File: config.mk
export PLATFORM = sky130hd
export DESIGN_NAME = accum_dispenser
export DESIGN_NICKNAME = d
export VERILOG_FILES = /design/src/rtl/accum_dispenser.sv
export SDC_FILE = /design/constraint.sdc
export NUM_CORES = 1
export LEC_CHECK = 0
export BUFFER_PORTS_ARGS = -buffer_cell sky130_fd_sc_hd__buf_2
export CORE_UTILIZATION = 45
export CTS_CLUSTER_SIZE = 20
export DETAILED_ROUTE_END_ITERATION = 8
export GPL_TIMING_DRIVEN = 0
export PLACE_DENSITY_LB_ADDON = 0.05
export SKIP_LAST_GASP = 1
export SLEW_MARGIN = 10
export SYNTH_ARGS = -nofsm -noshare
export SYNTH_HDL_FRONTEND = slang
export SYNTH_SLANG_ARGS = --single-unit
File: constraint.sdc
create_clock -name clk -period 9.13 [get_ports clk]
set_input_delay 0 -clock clk [delete_from_list [all_inputs] [get_ports clk]]
set_output_delay 0 -clock clk [all_outputs]
set_load 0.005 [all_outputs]
File: src/rtl/accum_dispenser.sv
// accum_dispenser
//
// Drain side of the saturating accumulator path. A 16-bit total is loaded
// through a valid/ready handshake. The block then hands it to an 8-bit
// consumer as a stream of chunks. Every chunk is capped by a per-transfer
// maximum, and the chunks add up to the loaded total exactly.
//
// Ports:
//   clk, rst      clock and synchronous active-high reset
//   load_valid    load request
//   load_ready    idle and able to accept a load
//   load_value    total to dispense
//   chunk_max     per-chunk cap, sampled at load (0 selects 2^OUT_W-1)
//   abort         cancel the current transfer
//   out_valid     chunk available
//   out_ready     consumer accepts chunk
//   out_data      chunk value
//   out_last      presented chunk is the final one
//   remaining     amount not yet handed over, including the presented chunk
//   busy          transfer in progress
//   done          one-cycle pulse after the final chunk is taken

`timescale 1ns/1ps

module accum_dispenser #(
    parameter int SUM_W = 16,
    parameter int OUT_W = 8
) (
    input  logic             clk,
    input  logic             rst,
    input  logic             load_valid,
    output logic             load_ready,
    input  logic [SUM_W-1:0] load_value,
    input  logic [OUT_W-1:0] chunk_max,
    input  logic             abort,
    output logic             out_valid,
    input  logic             out_ready,
    output logic [OUT_W-1:0] out_data,
    output logic             out_last,
    output logic [SUM_W-1:0] remaining,
    output logic             busy,
    output logic             done
);

    typedef enum logic {
        IDLE,
        SEND
    } state_t;

    localparam logic [OUT_W-1:0] CAP_MAX = '1;

    state_t           state_q, state_d;
    logic [SUM_W-1:0] remaining_q, remaining_d;
    logic [OUT_W-1:0] cap_q, cap_d;
    logic             done_q, done_d;

    logic [SUM_W-1:0] capWide;
    logic [SUM_W-1:0] chunkWide;
    logic             lastChunk;

    // The presented chunk is min(remaining, cap). When the remainder fits
    // under the cap, that chunk is also the last one.
    always_comb begin
        capWide   = {{(SUM_W-OUT_W){1'b0}}, cap_q};
        lastChunk = (remaining_q <= capWide);
        chunkWide = lastChunk ? remaining_q : capWide;
    end

    // All outputs come from registered state. load_ready is also masked by
    // rst so that nothing can be loaded while reset is held.
    always_comb begin
        out_valid  = (state_q == SEND);
        busy       = (state_q == SEND);
        out_last   = (state_q == SEND) && lastChunk;
        out_data   = (state_q == SEND) ? chunkWide[OUT_W-1:0] : '0;
        load_ready = (state_q == IDLE) && !rst;
        remaining  = remaining_q;
        done       = done_q;
    end

    // Next-state logic. Abort takes priority over a coinciding handshake.
    // The consumer still keeps that chunk, but the counter is cleared and
    // no done pulse is raised.
    always_comb begin
        state_d     = state_q;
        remaining_d = remaining_q;
        cap_d       = cap_q;
        done_d      = 1'b0;
        case (state_q)
            IDLE: begin
                if (load_valid && load_ready) begin
                    remaining_d = load_value;
                    cap_d       = (chunk_max == '0) ? CAP_MAX : chunk_max;
                    if (load_value == '0) begin
                        done_d = 1'b1;
                    end else begin
                        state_d = SEND;
                    end
                end
            end
            SEND: begin
                if (abort) begin
                    state_d     = IDLE;
                    remaining_d = '0;
                end else if (out_ready) begin
                    remaining_d = remaining_q - chunkWide;
                    if (lastChunk) begin
                        state_d = IDLE;
                        done_d  = 1'b1;
                    end
                end
            end
            default: begin
                state_d = IDLE;
            end
        endcase
    end

    // State register. A reset mid-stream simply drops the transfer.
    always_ff @(posedge clk) begin
        if (rst) begin
            state_q     <= IDLE;
            remaining_q <= '0;
            cap_q       <= '0;
            done_q      <= 1'b0;
        end else begin
            state_q     <= state_d;
            remaining_q <= remaining_d;
            cap_q       <= cap_d;
            done_q      <= done_d;
        end
    end

endmodule
### Word-level counts from Yosys, hierarchy flattened

Cells that the tools add are included.

| storage, ports and cells | value |
|---|---|
| register bits | 26 |
| input port bits | 29 |
| output and inout bits | 29 |
| word-level logic and storage cells | 36 |

| cells by class | value |
|---|---|
| $add $sub $neg | 1 |
| $lt $le $gt $ge | 1 |
| equality and inequality tests | 2 |
| multiplexer cells | 19 |
| bitwise gates (word level) | 1 |
| reduce and logical (&&, ||, !) cells | 8 |

Operator list:

| kind | count |
|---|---|
| 16-bit 2-to-1 mux | 4 |
| 16-bit case mux with 2 select lines | 1 |
| 16-bit by 8-bit <= comparator with 1-bit output | 1 |
| 16-bit logical NOT | 1 |
| 8-bit 2-to-1 mux | 2 |
| 16-bit subtractor | 1 |
| 1-bit 2-to-1 mux | 10 |
| 8-bit logical NOT | 1 |
| 1-bit case mux with 2 select lines | 2 |
| 2-bit AND reduction | 2 |
| 1-bit logical AND | 3 |
| 3-bit != test (second input constant) | 1 |
| 2-bit by 1-bit != test with 1-bit output (second input constant) | 1 |
| 1-bit logical NOT | 1 |
| 1-bit inverter | 1 |

### Longest topological paths before layout

Gate-level depths: netlist of run 1.

| depth | value |
|---|---|
| word-level depth | 6 |
| depth in mapped cells | 17 |
| gate-level depth less buffers | 15 |

### Worst setup path after synthesis of run 1

No wires, ideal clock.

| timing path | value |
|---|---|
| kind | register to register |
| start point | register remaining_q[11], in the netlist remaining[11] |
| end point | register remaining_q[12], in the netlist remaining[12] |
| library setup time | 0.127 ns |
| arrival time | 4.012 ns |
| required time | 9.003 ns |
| setup slack | 4.991 ns |
| stages on the path, launching flop included | 16 |
| path buffers | 2 |
| period minus slack after synthesis | 4.139 ns |
| cell sequence | dfxtp_1 > or4_4 > or3_1 > or3_4 > nor3_2 > buf_6 > mux2_4 > ha_1 > fa_1 > nand2b_1 > a21oi_1 > o221a_2 > or3_1 > clkbuf_1 > nor3_1 > or3_1 |

| on the way | value |
|---|---|
| word-level cells in the longest chain between the ends | 6 |

RTL lines:

| element | RTL line | text |
|---|---|---|
| start, declared | 53 | `logic [SUM_W-1:0] remaining_q, remaining_d;` |
| start signal, assigned | 128 | `remaining_q <= remaining_d;` |
| 16-bit by 8-bit <= comparator with 1-bit output | 65 | `lastChunk = (remaining_q <= capWide);` |
| 16-bit 2-to-1 mux | 66 | `chunkWide = lastChunk ? remaining_q : capWide;` |
| 16-bit subtractor * | 106 | `remaining_d = remaining_q - chunkWide;` |
| 16-bit 2-to-1 mux * | 105 | `end else if (out_ready) begin` |
| 16-bit 2-to-1 mux * | 102 | `if (abort) begin` |
| 16-bit case mux with 2 select lines * | 89 | `case (state_q)` |

Mark *: on every way between the ends. The rest lies on a longest branch, timed or not. The select of a mux whose other input is x is not followed.
A chain may end at the register's enable or synchronous reset.

### Worst setup path after layout of run 1

Ends and elaborated chain as after synthesis.

==> flow_summary.json, run 1 <==
{
  "h-tree-depth": 1,
  "grt_pass1_wl_um": 9340,
  "tightestPinTransition_ns": 0.871,
  "fin_crit_sh_pct": 51.3,
  "io_buffers": 57,
  "die-area_um2": 4730,
  "crit_path_end_kind": "flop",
  "max_freq_mhz": 213,
  "cts-root-buf": "clkbuf_8",
  "vias": 2197,
  "design.portCount": 58,
  "slew_headroom_pct": 42.0,
  "gr-total-overflow": 0,
  "ys_ff_latch": 26,
  "vias_per_cell": 6.00,
  "fp.coreArea_um2": 4140,
  "grt_setup_unrepaired": "false",
  "layoutNonFillerInstCount": 366,
  "leakage_nw": 1.15,
  "start_kind": "flop",
  "finalMaxSlewViolations": 0,
  "setup_viol": 0,
  "grt_max_degree": 16,
  "final.setup_skew_ns": 0.0148,
  "synth.yosys.seq_area_share_pct": 25.9,
  "grt_use_total_pct": 27.2,
  "ir_drop_mv": 0.0703,
  "min_path_type": "in -> reg",
  "async_flop_share_pct": 0,
  "yosys_warnings": 0,
  "hpwl_um": 4710,
  "ctsResizeCount": 0,
  "globalplace.congestion": 0.893,
  "avgSynthCellArea_um2": 8.03,
  "synth-edff-count": 0,
  "ant_nets": 0,
  "die_w_um": 68.8,
  "cp.arrival_ns": 4.85,
  "start_util_pct": 48.5,
  "path_class": "reg -> reg",
  "antenna_found_initial": 0,
  "reg2reg_depth": 15,
  "grt_pass1_vias": 1970,
  "cp_max_fo": 10,
  "drt-initial-drc-count": 132,
  "dp.cells": 357,
  "layout.nets": 364,
  "antennaDiodeCount": 0,
  "status": "finished clean",
  "area_growth_pct": 23.4,
  "clk_latency_ns": 0.29,
  "dominantRegCellSynth": "dfxtp_1",
  "firstDrtPassIters": 6,
  "cts_made_buffers": 3,
  "clk_path_buf_depth": 2,
  "power_density_nw_per_um2": 179,
  "finalHoldViolations": 0,
  "rows": 23,
  "cts_sinks": 26,
  "clkTransAtPathRegs_ns": 0.11,
  "wl_per_cell_um": 17.0,
  "whs_path_depth": 2,
  "synthCells": 250,
  "period_needed_ns": 4.68,
  "drc": 0,
  "synth_fp_nets": 297,
  "totalWireLength_um": 6210,
  "die_h_um": 68.8,
  "cts_tree": "done",
  "crit_required_ns": 9.29,
  "synthDistinctLibCells": 50,
  "syn_area_um2": 2010,
  "timing.setup.tns_ns": 0,
  "drv_cap": 0,
  "drive_above_1_share_pct": 24.1
}
==> state kept, by name, summed over array words and instances, names as in the netlist <==
name / cells
remaining: 16
busy: 1
done: 1
cap_q: 8
==> power breakdown <==
| group | internal (W) | switching [W] | total, W | leakage [nW] |
|---|---|---|---|---|
| logic | 0.0000945 | 0.000110 | 0.000204 | 0.900 |
| registers | 0.000124 | 0.0000143 | 0.000138 | 0.215 |
| clock network | 0.0000588 | 0.0000416 | 0.000100 | 0.0357 |
| total | 0.000278 | 0.000166 | 0.000443 | 1.15 |
==> cells by family (layout without fill, tap and decap cells) <==
kind of cell | after synthesis | after routing | synth area share [%]
AO/OA/AOI/OAI | 72 | 72 | 25.9
XOR/XNOR | 1 | 1 | 0.436
flip-flops | 26 | 26 | 25.9
adder cells (fa/ha/maj) | 18 | 18 | 11.6
multiplexers | 12 | 12 | 6.23
AND/OR/NAND/NOR | 96 | 96 | 24.7
buffers and inverters | 25 | 91 | 5.23
==> Yosys cell counts (2+ instances only) <==
master | count | area share [%]
o211ai_1 | 3 | 1.1
a311oi_1 | 2 | 0.87
o221ai_1 | 2 | 0.87
or3_1 | 4 | 1.2
nor3_1 | 7 | 1.7
o31ai_1 | 2 | 0.75
a21o_1 | 3 | 1.1
inv_1 | 13 | 2.4
nand4_1 | 3 | 0.93
dfxtp_1 | 26 | 26
a211o_1 | 2 | 0.87
a21oi_1 | 15 | 3.7
a22oi_1 | 2 | 0.75
o31a_1 | 2 | 0.87
ha_1 | 17 | 11
and3_1 | 4 | 1.2
o22ai_1 | 6 | 1.9
or4_1 | 2 | 0.75
a211oi_1 | 4 | 1.5
o21ai_0 | 7 | 1.7
nand3_1 | 8 | 2.0
a31oi_1 | 3 | 0.93
o221a_2 | 8 | 4.5
clkbuf_1 | 10 | 1.9
nor2_1 | 29 | 5.4
mux2i_1 | 11 | 5.5
nand2_1 | 15 | 2.8
nor2b_1 | 5 | 1.6
nor4_1 | 6 | 1.9
o21a_1 | 3 | 1.1
nand2b_1 | 6 | 1.9
a32oi_1 | 2 | 0.87
==> timing repair <==
item / in CTS / in global routing
endpoints found under the hold margin: 5 / 0
hold buffers: 5 / 0
buffers inserted: 0 / 0
==> cell usage in the layout (no fill, tap or decap), drive strengths merged, types with 4 or more instances in the layout <==
cell type	instances
buf	59
nor2	29
dfxtp	26
ha	17
nand2	15
a21oi	15
inv	13
clkbuf	13
mux2i	11
nand3	8
o221a	8
o21ai	8
nor3	8
nand2b	6
nor4	6
o22ai	6
nor2b	5
dlygate4sd3	5
or3	5
and3	4
a211oi	4
==> path summary, 6_finish.rpt <==
kind	start	end	slack, ns
max	remaining[11]	remaining[12]	4.45
min	chunk_max[2]	cap_q[2]	0.004
min reg2reg	cap_q[3]	cap_q[3]	0.53
max reg2reg	remaining[11]	remaining[12]	4.45
==> worst max-delay path: stages, from the launching register on <==
cell	delay [ns]
dfxtp_1	0.40
or4_4	0.57
or3_1	0.36
or3_4	0.36
nor3_2	0.21
buf_6	0.19
mux2_4	0.33
ha_1	0.19
fa_1	0.40
nand2b_1	0.20
a21oi_1	0.33
o221a_2	0.29
or3_1	0.10
clkbuf_1	0.24
nor3_1	0.08
or3_1	0.31
==> final cells by class <==
class                   instances  area (um^2)
plain buffers                  12         56.3
clock buffers                   3         41.3
clock inverters                 1         30.0
fillers                       415         1670
inverters                      13         48.8
multi-input cells             199         1380
flip-flops and latches         26          520
well taps                      50         62.6
repair buffers                 62          335
==> per-stage QoR <==
stage          hold slack (ns)  util (%)  worst slack [ns]  instance area, um^2  total power [W]
2_1_floorplan            0.110         -              4.99                 2010         0.000286
3_3_place_gp             0.216      56.9              4.58                 2360         0.000338
3_5_place_dp             0.226      56.9              4.53                 2360         0.000341
4_1_cts                0.00213      59.8              4.49                 2480         0.000442
5_1_grt                0.00347      59.8              4.25                 2480         0.000470
6_report               0.00407      59.8              4.45                 2480         0.000443
==> routing by layer <==
layer | vias up | GRT usage [%] | wire length [um]
met2 | 80 | 48.2 | 2940
met5 | - | 0 | 0
li1 | 1079 | - | -
met3 | 6 | 2.14 | 350
met4 | 0 | 7.14 | 55
met1 | 1032 | 35.2 | 2870
Power figures use the tool's default switching activity.
==> inputs of run 2 (changes only) <==
--- a/config.mk
+++ b/config.mk
@@ -5,6 +5,7 @@
 export SDC_FILE = /design/constraint.sdc
 export NUM_CORES = 1
 export LEC_CHECK = 0
+export ABC_AREA = 1
 export BUFFER_PORTS_ARGS = -buffer_cell sky130_fd_sc_hd__buf_2
 export CORE_UTILIZATION = 45
 export CTS_CLUSTER_SIZE = 20
==> constraint.sdc (replaced) <==
create_clock -name clk -period 4.4 [get_ports clk]
set_input_delay 0 -clock clk [delete_from_list [all_inputs] [get_ports clk]]
set_output_delay 0 -clock clk [all_outputs]
set_load 0.005 [all_outputs]
==> flow_summary.json, run 2 <==
{
  "ant_nets": 0,
  "avgSynthCellArea_um2": 6.39,
  "cpMostUsedCell": "nand2_1",
  "slowest_stage": "fa_1",
  "yosysMostFrequentCell": "nand2_1",
  "vias": 2452,
  "nFillCells": 476,
  "globalplace.congestion": 0.887,
  "rows": 24,
  "crit_path_end_kind": "flop",
  "r2r-end": "remaining[8]",
  "setup_viol": 0,
  "cts_setup_buffers": 0,
  "cp.depth": 19,
  "cts_sinks": 26,
  "path_buf_inv": 4,
  "dominantRegCellSynth": "dfxtp_1",
  "dp_slack_ns": 1.25,
  "synth_top_cell_area_share_pct": 24.2,
  "synth.top_cells.by_count": "60 x nand2_1, 45 x inv_1, 44 x a21oi_1",
  "violations": "DRC",
  "drive_above_1_share_pct": 22.0,
  "firstDrtPassIters": 9,
  "cts_made_buffers": 3,
  "drt-initial-drc-count": 155,
  "synthCells": 337,
  "fp.coreArea_um2": 4470,
  "cts_tree": "done",
  "leakage_nw": 1.32,
  "drv_cap": 0,
  "grt_max_degree": 14,
  "yosysTopAreaCell": "dfxtp_1",
  "layout.nets": 454,
  "antennaDiodeCount": 0,
  "final.setup_skew_ns": 0.00328,
  "r2r_slack_ns": 1.21,
  "power.total_w": 0.000878,
  "ir_drop_mv": 0.173,
  "period_needed_ns": 3.19,
  "h-tree-depth": 1,
  "layoutNonFillerInstCount": 457,
  "gr-total-overflow": 0,
  "cp_max_fo": 10,
  "grt_setup_unrepaired": "false",
  "fin_ws_ns": 1.21,
  "cp_top_family": "simple AND/OR/NAND/NOR gates",
  "die_h_um": 71.2,
  "synth.top_cells.by_area": "dfxtp_1 24%, nand2_1 10%, a21oi_1 10%",
  "reg2reg_depth": 19,
  "yosys_warnings": 0,
  "syn_area_um2": 2150,
  "grt_pass1_wl_um": 10500,
  "setup.worst_path.end": "remaining[8]",
  "grt_pass1_vias": 2341,
  "max_freq_mhz": 313,
  "wl_per_cell_um": 13.5,
  "hpwl_um": 4830,
  "crit_required_ns": 4.57,
  "stdcell_area_um2": 2620,
  "timing.setup.tns_ns": 0,
  "antenna_found_initial": 0,
  "cp_cell_sequence": "inv_1, ha_1, nand2_1, nor2_1, nand4_1, nand2_4, inv_4, buf_6, nand2_1, nand2_1, ha_1, fa_1, inv_1, nand3_1, nand3_1, nand2_1, a21o_1, nand3_1, a21oi_1",
  "power_density_nw_per_um2": 335,
  "cp.arrival_ns": 3.37,
  "path_class": "reg -> reg",
  "design.portCount": 58,
  "regToRegStartpoint": "cap_q[7]",
  "placed_cell_area_um2": 2500,
  "tightestPinTransition_ns": 0.660,
  "synth-edff-count": 0,
  "die_w_um": 71.2,
  "synthDistinctLibCells": 30,
  "largest_reg_flops": 16,
  "min_path_type": "in -> reg",
  "startpoint": "cap_q[7]",
  "dp.cells": 446,
  "synth_fp_nets": 384,
  "grt_use_total_pct": 26.3,
  "clkTransAtPathRegs_ns": 0.09,
  "fin_crit_sh_pct": 72.6,
  "vias_per_cell": 5.37,
  "finalMaxSlewViolations": 0,
  "io_buffers": 57,
  "synth.yosys.seq_area_share_pct": 24.2,
  "layout_common_cells": "60 x nand2_1, 57 x buf_2, 45 x inv_1",
  "async_flop_share_pct": 0,
  "start_kind": "flop",
  "finalHoldViolations": 0,
  "start_util_pct": 48.1,
  "drc": 3,
  "mostFrequentLayoutCell": "nand2_1",
  "die-area_um2": 5060,
  "area_growth_pct": 21.9,
  "totalWireLength_um": 6150,
  "cts-root-buf": "clkbuf_8",
  "ys_ff_latch": 26,
  "cpPeakStageDelay_ns": 0.36,
  "clk_latency_ns": 0.28,
  "status": "finished with violations",
  "clk_path_buf_depth": 2,
  "slew_headroom_pct": 56.0
}
## run 2: changes by cell type after synthesis, moves of 11 or more
cell,before,now
a21oi_1,15,44
inv_1,13,45
mux2i_1,11,0
nand2_1,15,60
nand3_1,8,28
o21ai_0,7,30
## run 2: how the worst min path moves through the flow
stage | startpoint | endpoint | slack [ns] | cells past startpoint
floorplan | rst | load_ready | 0.03 | 1
global placement | rst | busy | 0.25 | 2
detailed placement | rst | busy | 0.25 | 2
CTS | out_ready | busy | 0.003 | 4
global route | chunk_max[2] | cap_q[2] | 0.02 | 3
finish | chunk_max[2] | cap_q[2] | 0.01 | 3
## run 2: logic make-up after synthesis
| kind of cell | after synthesis | synth area share, % |
|---|---|---|
| adder cells (fa/ha/maj) | 18 | 10.8 |
| AND/OR/NAND/NOR | 142 | 30.7 |
| flip-flops | 26 | 24.2 |
| buffers and inverters | 58 | 10.8 |
| AO/OA/AOI/OAI | 93 | 23.5 |
## run 2: power by group
part / switching (W) / internal [W]
Clock: 0.0000794 / 0.0000616
Combinational: 0.000290 / 0.000165
Sequential: 0.0000264 / 0.000256
## run 2: tightest hold or removal path: cells and delay by family
family          cells  cell delay, ns
compound gates      1            0.09
buf+inv             2            0.15
## run 2: final cells by class
type | instances | area, um^2 | area share [%]
Multi-Input combinational cell | 253 | 1400 | 53.4
Buffer | 10 | 48.8 | 1.86
Tap cell | 52 | 65.1 | 2.48
Inverter | 48 | 183 | 6.96
Clock buffer | 3 | 41.3 | 1.57
Timing Repair Buffer | 65 | 365 | 13.9
Sequential cell | 26 | 520 | 19.8
## run 2: per-layer routing
layer / routed length (um) / track usage (%) / share of wire [%] / up-vias
met5: 0 / 0 / 0 / -
met4: 79 / 6.22 / 1.3 / 0
met3: 271 / 2.71 / 4.4 / 6
li1: - / - / - / 1273
met1: 3090 / 36.4 / 50 / 1103
met2: 2710 / 43.8 / 44 / 70
## run 2: per-stage QoR
step / util [%] / hold slack (ns)
floorplan: - / 0.0342
global placement: 55.9 / 0.246
detailed placement: 55.9 / 0.251
CTS: 58.6 / 0.00274
global route: 58.6 / 0.0155
finish: 58.6 / 0.00957
## run 2: what timing repair did
action,CTS,global route
hold buffers,8,0
hold endpoints to repair,8,0
resized for setup,0,0
==> inputs of run 3 (changes only) <==
==> constraint.sdc (replaced) <==
create_clock -name clk -period 3.26 [get_ports clk]
set_input_delay 0 -clock clk [delete_from_list [all_inputs] [get_ports clk]]
set_output_delay 0 -clock clk [all_outputs]
set_load 0.005 [all_outputs]
==> flow_summary.json, run 3 (synthesized netlist as in run 2, its figures left out) <==
{
  "status": "finished with violations",
  "violations": "DRC",
  "grt_pass1_vias": 2341,
  "cts_sinks": 26,
  "vias_per_cell": 5.28,
  "power_density_nw_per_um2": 451,
  "clk_latency_ns": 0.27,
  "io_buffers": 57,
  "totalWireLength_um": 6170,
  "largest_reg_flops": 16,
  "path_class": "reg -> reg",
  "wl_per_cell_um": 13.5,
  "grt_setup_unrepaired": "false",
  "cp_max_fo": 10,
  "cts_tree": "done",
  "die_w_um": 71.2,
  "globalplace.congestion": 0.887,
  "h-tree-depth": 1,
  "leakage_nw": 1.33,
  "setup_viol": 0,
  "drc": 3,
  "timing.setup.tns_ns": 0,
  "grt_use_total_pct": 26.3,
  "hpwl_um": 4830,
  "finalMaxSlewViolations": 0,
  "gr-total-overflow": 0,
  "clk_path_buf_depth": 2,
  "ant_nets": 0,
  "start_kind": "flop",
  "grt_max_degree": 14,
  "fin_crit_sh_pct": 92.9,
  "mostFrequentLayoutCell": "nand2_1",
  "reg2reg_depth": 19,
  "cp_cell_sequence": "inv_1, ha_4, nand2_1, nor2_2, nand4_1, nand2_4, inv_4, buf_6, nand2_1, nand2_1, ha_1, fa_1, inv_1, nand3_1, nand3_2, nand2_1, a21o_1, nand3_1, a21oi_1",
  "dp.cells": 446,
  "start_util_pct": 48.1,
  "die-area_um2": 5060,
  "design.portCount": 58,
  "slew_headroom_pct": 55.8,
  "min_from": "chunk_max[2]",
  "cp_top_family": "simple AND/OR/NAND/NOR gates",
  "cp.depth": 19,
  "cpPeakStageDelay_ns": 0.36,
  "cts_made_buffers": 3,
  "cp.arrival_ns": 3.20,
  "drv_cap": 0,
  "slowest_stage": "fa_1",
  "layout.nets": 455,
  "layoutNonFillerInstCount": 458,
  "antennaDiodeCount": 0,
  "max_freq_mhz": 330,
  "crit_path_end_kind": "flop",
  "startpoint": "cap_q[7]",
  "antenna_found_initial": 0,
  "regToRegStartpoint": "cap_q[7]",
  "stdcell_area_um2": 2660,
  "layout_common_cells": "59 x nand2_1, 57 x buf_2, 45 x inv_1",
  "min_path_type": "in -> reg",
  "placed_cell_area_um2": 2500,
  "drive_above_1_share_pct": 23.9,
  "finalHoldViolations": 0,
  "cts-root-buf": "clkbuf_8",
  "drt-initial-drc-count": 178,
  "clkTransAtPathRegs_ns": 0.09,
  "period_needed_ns": 3.03,
  "rows": 24,
  "ir_drop_mv": 0.234,
  "whs_path_depth": 3,
  "tightestPinTransition_ns": 0.664,
  "area_growth_pct": 23.5,
  "die_h_um": 71.2,
  "vias": 2417,
  "final.setup_skew_ns": 0.00216,
  "fp.coreArea_um2": 4470,
  "grt_pass1_wl_um": 10500,
  "firstDrtPassIters": 6,
  "path_buf_inv": 4,
  "cpMostUsedCell": "nand2_1",
  "crit_required_ns": 3.43
}
## run 3: final timing paths
kind | to | slack [ns]
worst max-delay path | remaining[8] | 0.23
worst min register to register | cap_q[1] | 0.56
worst max register to register | remaining[8] | 0.23
worst min-delay path | cap_q[2] | 0.01
## run 3: tightest hold or removal path, cell delays in order
cell and delay (ns):
buf_2 0.09, inv_1 0.06, a31oi_1 0.09
## run 3: cell type report
class	count	area [um^2]
inverter	48	183
fill	470	1820
sequential	26	524
tap	52	65.1
buffer	10	48.8
multi-input combinational	253	1420
timing repair buffer	66	373
clock buffer	3	41.3
## run 3: report_power, final
group	internal [W]	switching [W]
registers	0.000346	0.0000362
logic	0.000231	0.000397
clock network	0.0000831	0.000106
## run 3: per-layer routing
metal / up-vias / global-route usage (%) / routed length, um
li1: 1272 / - / -
met1: 1078 / 36.4 / 3150
met2: 62 / 43.8 / 2720
met3: 5 / 2.71 / 241
met4: 0 / 6.22 / 54
met5: - / 0 / 0
## run 3: stage by stage
stage | hold slack [ns] | util (%) | setup WS [ns] | power (W)
detailed placement | 0.251 | 55.9 | 0.109 | 0.000985
global placement | 0.246 | 55.9 | 0.154 | 0.000981
floorplan | 0.0342 | - | 0.524 | 0.000828
global route | 0.0155 | 59.4 | 0.00536 | 0.00132
CTS | 0.00274 | 58.6 | 0.104 | 0.00118
finish | 0.0129 | 59.4 | 0.232 | 0.00120
## run 3: timing repair
action / in CTS / in global routing
endpoints found under the hold margin: 8 / 0
endpoints found under the setup margin: 0 / 9
hold buffers: 8 / 0
setup buffers: 0 / 1
gates resized for setup: 0 / 7
